<file path="src/rtl/aes_add_round_key_pkg.sv">
// Shared AES-128 definitions: state/word typedefs, round constants and column/byte helpers.
// Used by the AddRoundKey, SubBytes, ShiftRows and MixColumns stages.
package aes_add_round_key_pkg;

    localparam int unsigned AES_NR     = 10;
    localparam int unsigned AES_NB     = 4;
    localparam int unsigned AES_WORD_W = 32;
    localparam int unsigned AES_BYTE_W = 8;

    typedef logic [127:0] aes_state_t;
    typedef logic [31:0]  aes_word_t;
    typedef logic [7:0]   aes_byte_t;

    // Entry k holds Rcon[k+1].
    localparam aes_byte_t AES_RCON [AES_NR] = '{
        8'h01, 8'h02, 8'h04, 8'h08, 8'h10, 8'h20, 8'h40, 8'h80, 8'h1b, 8'h36
    };

    // Column 0 sits in the top 32 bits of the state.
    function automatic aes_word_t aes_col(input aes_state_t s, input int unsigned c);
        return aes_word_t'(s >> (AES_WORD_W * (AES_NB - 1 - c)));
    endfunction

    // Byte 0 sits in the top 8 bits of the word.
    function automatic aes_byte_t aes_word_byte(input aes_word_t w, input int unsigned b);
        return aes_byte_t'(w >> (AES_BYTE_W * (AES_NB - 1 - b)));
    endfunction

    function automatic aes_word_t aes_rot_word(input aes_word_t w);
        return {w[23:0], w[31:24]};
    endfunction

    // Rcon[r] for r in 1..AES_NR, zero elsewhere.
    function automatic aes_byte_t aes_rcon(input logic [3:0] r);
        aes_byte_t rc;
        rc = '0;
        if (r != 4'd0 && r <= 4'(AES_NR)) begin
            rc = AES_RCON[r - 4'd1];
        end
        return rc;
    endfunction

endpackage

</file>
<file path="src/rtl/aes_add_round_key_if.sv">
// Valid/ready state stream into and out of the AddRoundKey stage.
interface aes_add_round_key_if;
    import aes_add_round_key_pkg::*;

    logic       in_valid;
    logic       in_ready;
    aes_state_t state_in;
    logic       out_valid;
    logic       out_ready;
    aes_state_t state_out;

    modport master (
        output in_valid,
        output state_in,
        output out_ready,
        input  in_ready,
        input  out_valid,
        input  state_out
    );

    modport slave (
        input  in_valid,
        input  state_in,
        input  out_ready,
        output in_ready,
        output out_valid,
        output state_out
    );

endinterface

</file>
<file path="src/rtl/aes_sbox.sv">
// Forward AES S-box, purely combinational; shared by SubBytes and the key schedule.
module aes_sbox (
    input  logic [7:0] sbox_in,
    output logic [7:0] sbox_out
);

    // Row n holds S(n0)..S(nF), S(n0) in the top byte.
    localparam logic [0:15][127:0] SBOX_ROWS = {
        128'h637c777bf26b6fc53001672bfed7ab76,
        128'hca82c97dfa5947f0add4a2af9ca472c0,
        128'hb7fd9326363ff7cc34a5e5f171d83115,
        128'h04c723c31896059a071280e2eb27b275,
        128'h09832c1a1b6e5aa0523bd6b329e32f84,
        128'h53d100ed20fcb15b6acbbe394a4c58cf,
        128'hd0efaafb434d338545f9027f503c9fa8,
        128'h51a3408f929d38f5bcb6da2110fff3d2,
        128'hcd0c13ec5f974417c4a77e3d645d1973,
        128'h60814fdc222a908846eeb814de5e0bdb,
        128'he0323a0a4906245cc2d3ac629195e479,
        128'he7c8376d8dd54ea96c56f4ea657aae08,
        128'hba78252e1ca6b4c6e8dd741f4bbd8b8a,
        128'h703eb5664803f60e613557b986c11d9e,
        128'he1f8981169d98e949b1e87e9ce5528df,
        128'h8ca1890dbfe6426841992d0fb054bb16
    };

    logic [127:0] row;

    always_comb begin
        row      = SBOX_ROWS[sbox_in[7:4]];
        sbox_out = 8'(row >> {~sbox_in[3:0], 3'b000});
    end

endmodule

</file>
<file path="src/rtl/aes_add_round_key.sv">
// Registered AddRoundKey stage with an on-the-fly AES-128 key schedule: one round key is
// consumed and the next one generated per accepted beat, wrapping to the cipher key after round 10.
module aes_add_round_key
    import aes_add_round_key_pkg::*;
(
    input  logic               clk,
    input  logic               rst,
    input  logic               key_load,
    input  aes_state_t         key_in,
    aes_add_round_key_if.slave bus,
    output logic [3:0]         round_idx,
    output logic               last_round,
    output logic               key_valid
);

    aes_state_t ck_q;
    aes_state_t rk_q;
    aes_state_t rk_next;
    aes_state_t state_out_q;
    logic [3:0] round_idx_q;
    logic       key_valid_q;
    logic       out_valid_q;
    logic       in_ready;
    logic       acc;
    logic       at_last;

    aes_word_t w0, w1, w2, w3;
    aes_word_t w0n, w1n, w2n, w3n;
    aes_word_t rot_w3;
    aes_word_t t_w;
    aes_byte_t sub_b [AES_NB];

    assign w0     = aes_col(rk_q, 0);
    assign w1     = aes_col(rk_q, 1);
    assign w2     = aes_col(rk_q, 2);
    assign w3     = aes_col(rk_q, 3);
    assign rot_w3 = aes_rot_word(w3);

    for (genvar gi = 0; gi < AES_NB; gi++) begin : g_subword
        aes_sbox u_sbox (
            .sbox_in  (aes_word_byte(rot_w3, gi)),
            .sbox_out (sub_b[gi])
        );
    end

    // Next round key uses Rcon of the round it is being produced for.
    always_comb begin
        t_w     = {sub_b[0], sub_b[1], sub_b[2], sub_b[3]}
                ^ {aes_rcon(round_idx_q + 4'd1), 24'h000000};
        w0n     = w0 ^ t_w;
        w1n     = w1 ^ w0n;
        w2n     = w2 ^ w1n;
        w3n     = w3 ^ w2n;
        rk_next = {w0n, w1n, w2n, w3n};
    end

    assign at_last  = (round_idx_q == 4'(AES_NR));
    assign in_ready = key_valid_q & ~key_load & (~out_valid_q | bus.out_ready);
    assign acc      = bus.in_valid & in_ready;

    always_ff @(posedge clk) begin
        if (rst) begin
            ck_q        <= '0;
            rk_q        <= '0;
            round_idx_q <= '0;
            key_valid_q <= 1'b0;
            state_out_q <= '0;
            out_valid_q <= 1'b0;
        end else begin
            // acc is never set in a key_load cycle, so the two branches are exclusive.
            if (key_load) begin
                ck_q        <= key_in;
                rk_q        <= key_in;
                round_idx_q <= '0;
                key_valid_q <= 1'b1;
            end else if (acc) begin
                if (at_last) begin
                    rk_q        <= ck_q;
                    round_idx_q <= '0;
                end else begin
                    rk_q        <= rk_next;
                    round_idx_q <= round_idx_q + 4'd1;
                end
            end

            if (acc) begin
                state_out_q <= bus.state_in ^ rk_q;
                out_valid_q <= 1'b1;
            end else if (out_valid_q && bus.out_ready) begin
                out_valid_q <= 1'b0;
            end
        end
    end

    assign bus.in_ready  = in_ready;
    assign bus.out_valid = out_valid_q;
    assign bus.state_out = state_out_q;
    assign round_idx     = round_idx_q;
    assign last_round    = at_last;
    assign key_valid     = key_valid_q;

endmodule

</file>
<file path="src/flat_wrapper.sv">
// flat-port wrapper written by rule: the top's interface ports become plain ports
module aes_add_round_key_flat import aes_add_round_key_pkg::*;
  (clk, rst, key_load, key_in, round_idx, last_round, key_valid, bus_in_valid, bus_state_in, bus_out_ready, bus_in_ready, bus_out_valid, bus_state_out);
  aes_add_round_key_if bus_i ();
  input  logic clk;
  input  logic rst;
  input  logic key_load;
  input  aes_state_t key_in;
  output logic [3:0] round_idx;
  output logic last_round;
  output logic key_valid;
  input wire logic [$bits(bus_i.in_valid)-1:0] bus_in_valid;
  input wire logic [$bits(bus_i.state_in)-1:0] bus_state_in;
  input wire logic [$bits(bus_i.out_ready)-1:0] bus_out_ready;
  output wire logic [$bits(bus_i.in_ready)-1:0] bus_in_ready;
  output wire logic [$bits(bus_i.out_valid)-1:0] bus_out_valid;
  output wire logic [$bits(bus_i.state_out)-1:0] bus_state_out;
  assign bus_i.in_valid = bus_in_valid;
  assign bus_i.state_in = bus_state_in;
  assign bus_i.out_ready = bus_out_ready;
  assign bus_in_ready = bus_i.in_ready;
  assign bus_out_valid = bus_i.out_valid;
  assign bus_state_out = bus_i.state_out;
  aes_add_round_key u_core (.clk(clk), .rst(rst), .key_load(key_load), .key_in(key_in), .bus(bus_i), .round_idx(round_idx), .last_round(last_round), .key_valid(key_valid));
endmodule
</file>
<file path="config.mk">
export PLATFORM = sky130hd
export DESIGN_NAME = aes_add_round_key_flat
export DESIGN_NICKNAME = d
export VERILOG_FILES = /design/src/rtl/aes_add_round_key_pkg.sv /design/src/rtl/aes_add_round_key_if.sv /design/src/rtl/aes_sbox.sv /design/src/rtl/aes_add_round_key.sv /design/src/flat_wrapper.sv
export SDC_FILE = /design/constraint.sdc
export NUM_CORES = 2
export LEC_CHECK = 0
export CORE_ASPECT_RATIO = 1.5
export CORE_MARGIN = 2
export CORE_UTILIZATION = 34
export CTS_CLUSTER_SIZE = 40
export DETAILED_ROUTE_END_ITERATION = 8
export GPL_ROUTABILITY_DRIVEN = 0
export HOLD_SLACK_MARGIN = 0.05
export PLACE_DENSITY = 0.53
export SYNTH_ARGS = -nofsm -noshare
export SYNTH_HDL_FRONTEND = slang
export SYNTH_HIERARCHICAL = 1
export SYNTH_SLANG_ARGS = --single-unit
</file>
<file path="constraint.sdc">
create_clock -name clk -period 4.7 [get_ports clk]
set_input_delay 0.705 -clock clk [delete_from_list [all_inputs] [get_ports clk]]
set_output_delay 0.705 -clock clk [all_outputs]
set_load 0.01 [all_outputs]
</file>
==> results by group <==
Run status
  – Status: completed

STA
  – Max-slew violation count: 0
  – Post-Route Setup TNS: 0 ns
  – Slew @ Worst Pin: 1.17 ns
  – Slew Limit Headroom: 21.3%
  – Setup ws final: 0.182 ns
  – Setup-failing EPs final: 0
  – Fmax: 0.221 GHz
  – Part of the cycle the worst path needs: 96.1%
  – RSZ-0062 raised after global routing: no
  – Clock Skew: 0.0328 ns
  – Count of final hold-check violations: 0
  – Min Tclk post-route: 4.52 ns
  – Worst Hold Slack: 0.470 ns

Cells and area
  – Ratio of cells with drive above 1 in the final layout: 7.86%
  – Reg area: 7840 µm²
  – Fill count: 9839
  – Final nets: 4836
  – Most frequent cells in the layout: nor2_1, nand2_1, clkdlybuf4s50_1, a21oi_1, dfxtp_1
  – Final std cells w/o fill: 5811
  – Most common cell after layout, fill and taps aside: nor2_1
  – Core Util, Final: 41.1%
  – Layout area overhead: 20.1%
  – Area of the multi-input gates: 21800 µm²

Synthesis
  – Synth area leaders: dfxtp_1, a21oi_1, nor2_1
  – Syn nets: 4665
  – Synthesized area: 32100 µm²
  – Synth warn: 6
  – Async SR Flop Fraction: 0%
  – Post-synth cell types: 110
  – Cell accounting for the most synthesized area: dfxtp_1
  – Syn_area_per_cell: 7.40 µm²
  – EDFF count, synth: 0
  – Post-synth top area share: 24.3%
  – Synth Register Bits: 390
  – Register area share after synthesis: 24.3%
  – Post-Synthesis Cells: 4339
  – Top_reg_cell synth: dfxtp_1

Critical path
  – Crit path top cell by count: xor2_1
  – Crit start category: flip-flop
  – Critical-path cell list: inv_1 > ha_1 > nor2_1 > o311ai_0 > o21ai_0 > nor3_1 > a211oi_1 > buf_4 > xor2_1 > xnor2_1 > xor2_1 > xor2_1 > o21ai_0 > nand2_1 > a21oi_1
  – Kind of end point of the critical path: flip-flop
  – CP arrival: 4.98 ns
  – CP max stage cell: ha_1
  – Reg2Reg Depth: 15
  – Crit Path Category: flip-flop to flip-flop
  – Flop2flop setup slack: 0.18 ns
  – WP data required: 5.16 ns
  – Worst-path fanout max: 12
  – R2r endpoint: u_core/rk_q[17]$_SDFFE_PP0P_
  – Reg2Reg Launch Point: u_core/rk_q[13]$_SDFFE_PP0P_
  – CP max stage delay: 0.66 ns

Hold path
  – Hold endpoint: u_core/ck_q[84]$_SDFFE_PP0P_
  – Hold path depth: 2
  – Hold path startpoint: u_core/ck_q[84]$_SDFFE_PP0P_
  – Class of the worst hold path: flip-flop to flip-flop

Floorplanning
  – Die Y: 380 µm
  – # rows: 138
  – Io pins: 397
  – Full die area: 97000 µm²
  – Die X: 255 µm
  – Initial Utilization: 34.2%
  – Core ar.: 93900 µm²

Clock network
  – H-tree lvl count: 2
  – Hold-fix buffers at CTS: 0
  – Num CTS Buffers: 44
  – Clock Tree Root: clkbuf_16
  – Max clock buf depth: 3
  – Post-cts sizing count: 0
  – CTS tree: done
  – Clock-pin slew on the worst setup and hold paths: 0.06 ns
  – Worst skew pair latency: 0.62 ns
  – Post-CTS Setup Repair Bufs: 0
  – Sink Count: 390

Detailed routing
  – DRC Markers: 0
  – ANT nets after route: 0
  – Via Count: 35900
  – WL final: 150000 µm
  – Drt wl/cell: 25.8 µm
  – DRT Pass-1 Iters: 9
  – Vias/cell: 6.18
  – 1st-iter DRT viols: 5258

Power and ir drop
  – PwrDens: 345 nW/µm²
  – Maximum VDD drop: 0.240 mV
  – Static leakage: 13.6 nW

Placed design
  – Setup WS pre-CTS: 0.287 ns
  – Inst Count DP: 5724
  – IO buf count: 396
  – Post-detail-place hpwl: 105000 µm

Global route
  – Vias in the first global route: 33600
  – Largest net degree at the start of global routing: 143
  – First-pass GRT wire length: 221000 µm
  – Initial antenna violation count: 10
  – GRT Util Overall: 29.7%
  – GRT overflow: 0

Flow run
  – Max_cap viols: 0
layer usage:
metal,routed length (µm),part of all wire (%),vias to the layer above,track usage [%]
met5,22,0.015,-,0
met2,70400,47,2213,49.3
met1,54500,36,16900,34.9
li1,-,-,16200,-
met3,13200,8.8,600,5.42
met4,11500,7.7,4,18.9
per-stage QoR:
stage | total power [mW] | cell area [µm²]
2_1_floorplan | 7.33 | 32100
3_3_place_gp | 9.40 | 37000
3_5_place_dp | 9.37 | 37000
4_1_cts | 13.3 | 38600
5_1_grt | 14.0 | 38600
6_report | 13.3 | 38600
cell families (layout without fill, tap and decap cells):
family          Yosys count  after routing  synth area share (%)
xor+xnor                274            274                  7.71
simple gates           1455           1455                  21.5
buf+inv                 505            710                  7.75
fa+ha+maj                65             65                  2.53
mux                     121            121                  4.15
compound gates         1529           1529                  32.0
other cells               0              7                     0
flops                   390            390                  24.3
state kept, by name, summed over array words and instances (netlist names):
signal and flops:
u_core/bus.out_valid 1, u_core/bus.state_out 128, u_core/ck_q 128, u_core/key_valid 1, u_core/rk_q 128, u_core/round_idx 4
worst max-delay path by stage:
| stage | start | end | slack, ns |
|---|---|---|---|
| floorplan | u_core/rk_q[20]$_SDFFE_PP0P_ | u_core/rk_q[27]$_SDFFE_PP0P_ | 0.81 |
| global placement | u_core/rk_q[13]$_SDFFE_PP0P_ | u_core/rk_q[17]$_SDFFE_PP0P_ | 0.33 |
| detailed placement | u_core/rk_q[13]$_SDFFE_PP0P_ | u_core/rk_q[17]$_SDFFE_PP0P_ | 0.29 |
| CTS | u_core/rk_q[13]$_SDFFE_PP0P_ | u_core/rk_q[17]$_SDFFE_PP0P_ | 0.26 |
| global route | u_core/rk_q[21]$_SDFFE_PP0P_ | u_core/rk_q[60]$_SDFFE_PP0P_ | 0.02 |
| finish | u_core/rk_q[13]$_SDFFE_PP0P_ | u_core/rk_q[17]$_SDFFE_PP0P_ | 0.18 |
cells in the mapped netlist (33+ instances only):
| library cell | n |
|---|---|
| nor2b_1 | 87 |
| nand3b_1 | 33 |
| inv_1 | 45 |
| nand2_1 | 419 |
| buf_2 | 146 |
| a211oi_1 | 193 |
| a22oi_1 | 100 |
| clkbuf_1 | 205 |
| nand3_1 | 92 |
| nor3_1 | 85 |
| nand2b_1 | 123 |
| o211ai_1 | 87 |
| a31oi_1 | 70 |
| o311ai_0 | 42 |
| xnor2_1 | 174 |
| ha_1 | 65 |
| o21ai_0 | 280 |
| buf_6 | 33 |
| a21oi_1 | 382 |
| nor2_1 | 441 |
| a311oi_1 | 43 |
| dfxtp_1 | 390 |
| buf_4 | 36 |
| mux2i_1 | 105 |
| xor2_1 | 94 |
worst max-delay path, delay by kind of cell (launching register included):
| family | cells | cell delay, ns |
|---|---|---|
| XOR/XNOR | 4 | 1.18 |
| adder cells (fa/ha/maj) | 1 | 0.66 |
| flip-flops | 1 | 0.39 |
| buffers and inverters | 2 | 0.50 |
| AO/OA/AOI/OAI | 5 | 0.97 |
| AND/OR/NAND/NOR | 3 | 0.66 |
report_power, final:
part	leakage [nW]	switching [mW]	total (mW)	internal [mW]
Sequential	3.21	0.292	3.81	3.52
Combinational	9.60	3.49	5.67	2.18
Clock	0.757	1.57	3.83	2.25
cell type report:
cell class | count | share of cell area (%)
multi-input cells | 3444 | 56.6
well taps | 1260 | 4.09
diodes | 7 | 0.0454
inverters | 52 | 0.519
clock buffers | 62 | 3.24
repair buffers | 578 | 14.4
flip-flops and latches | 390 | 20.3
clock inverters | 18 | 0.814
Power figures use the tool's default switching activity.
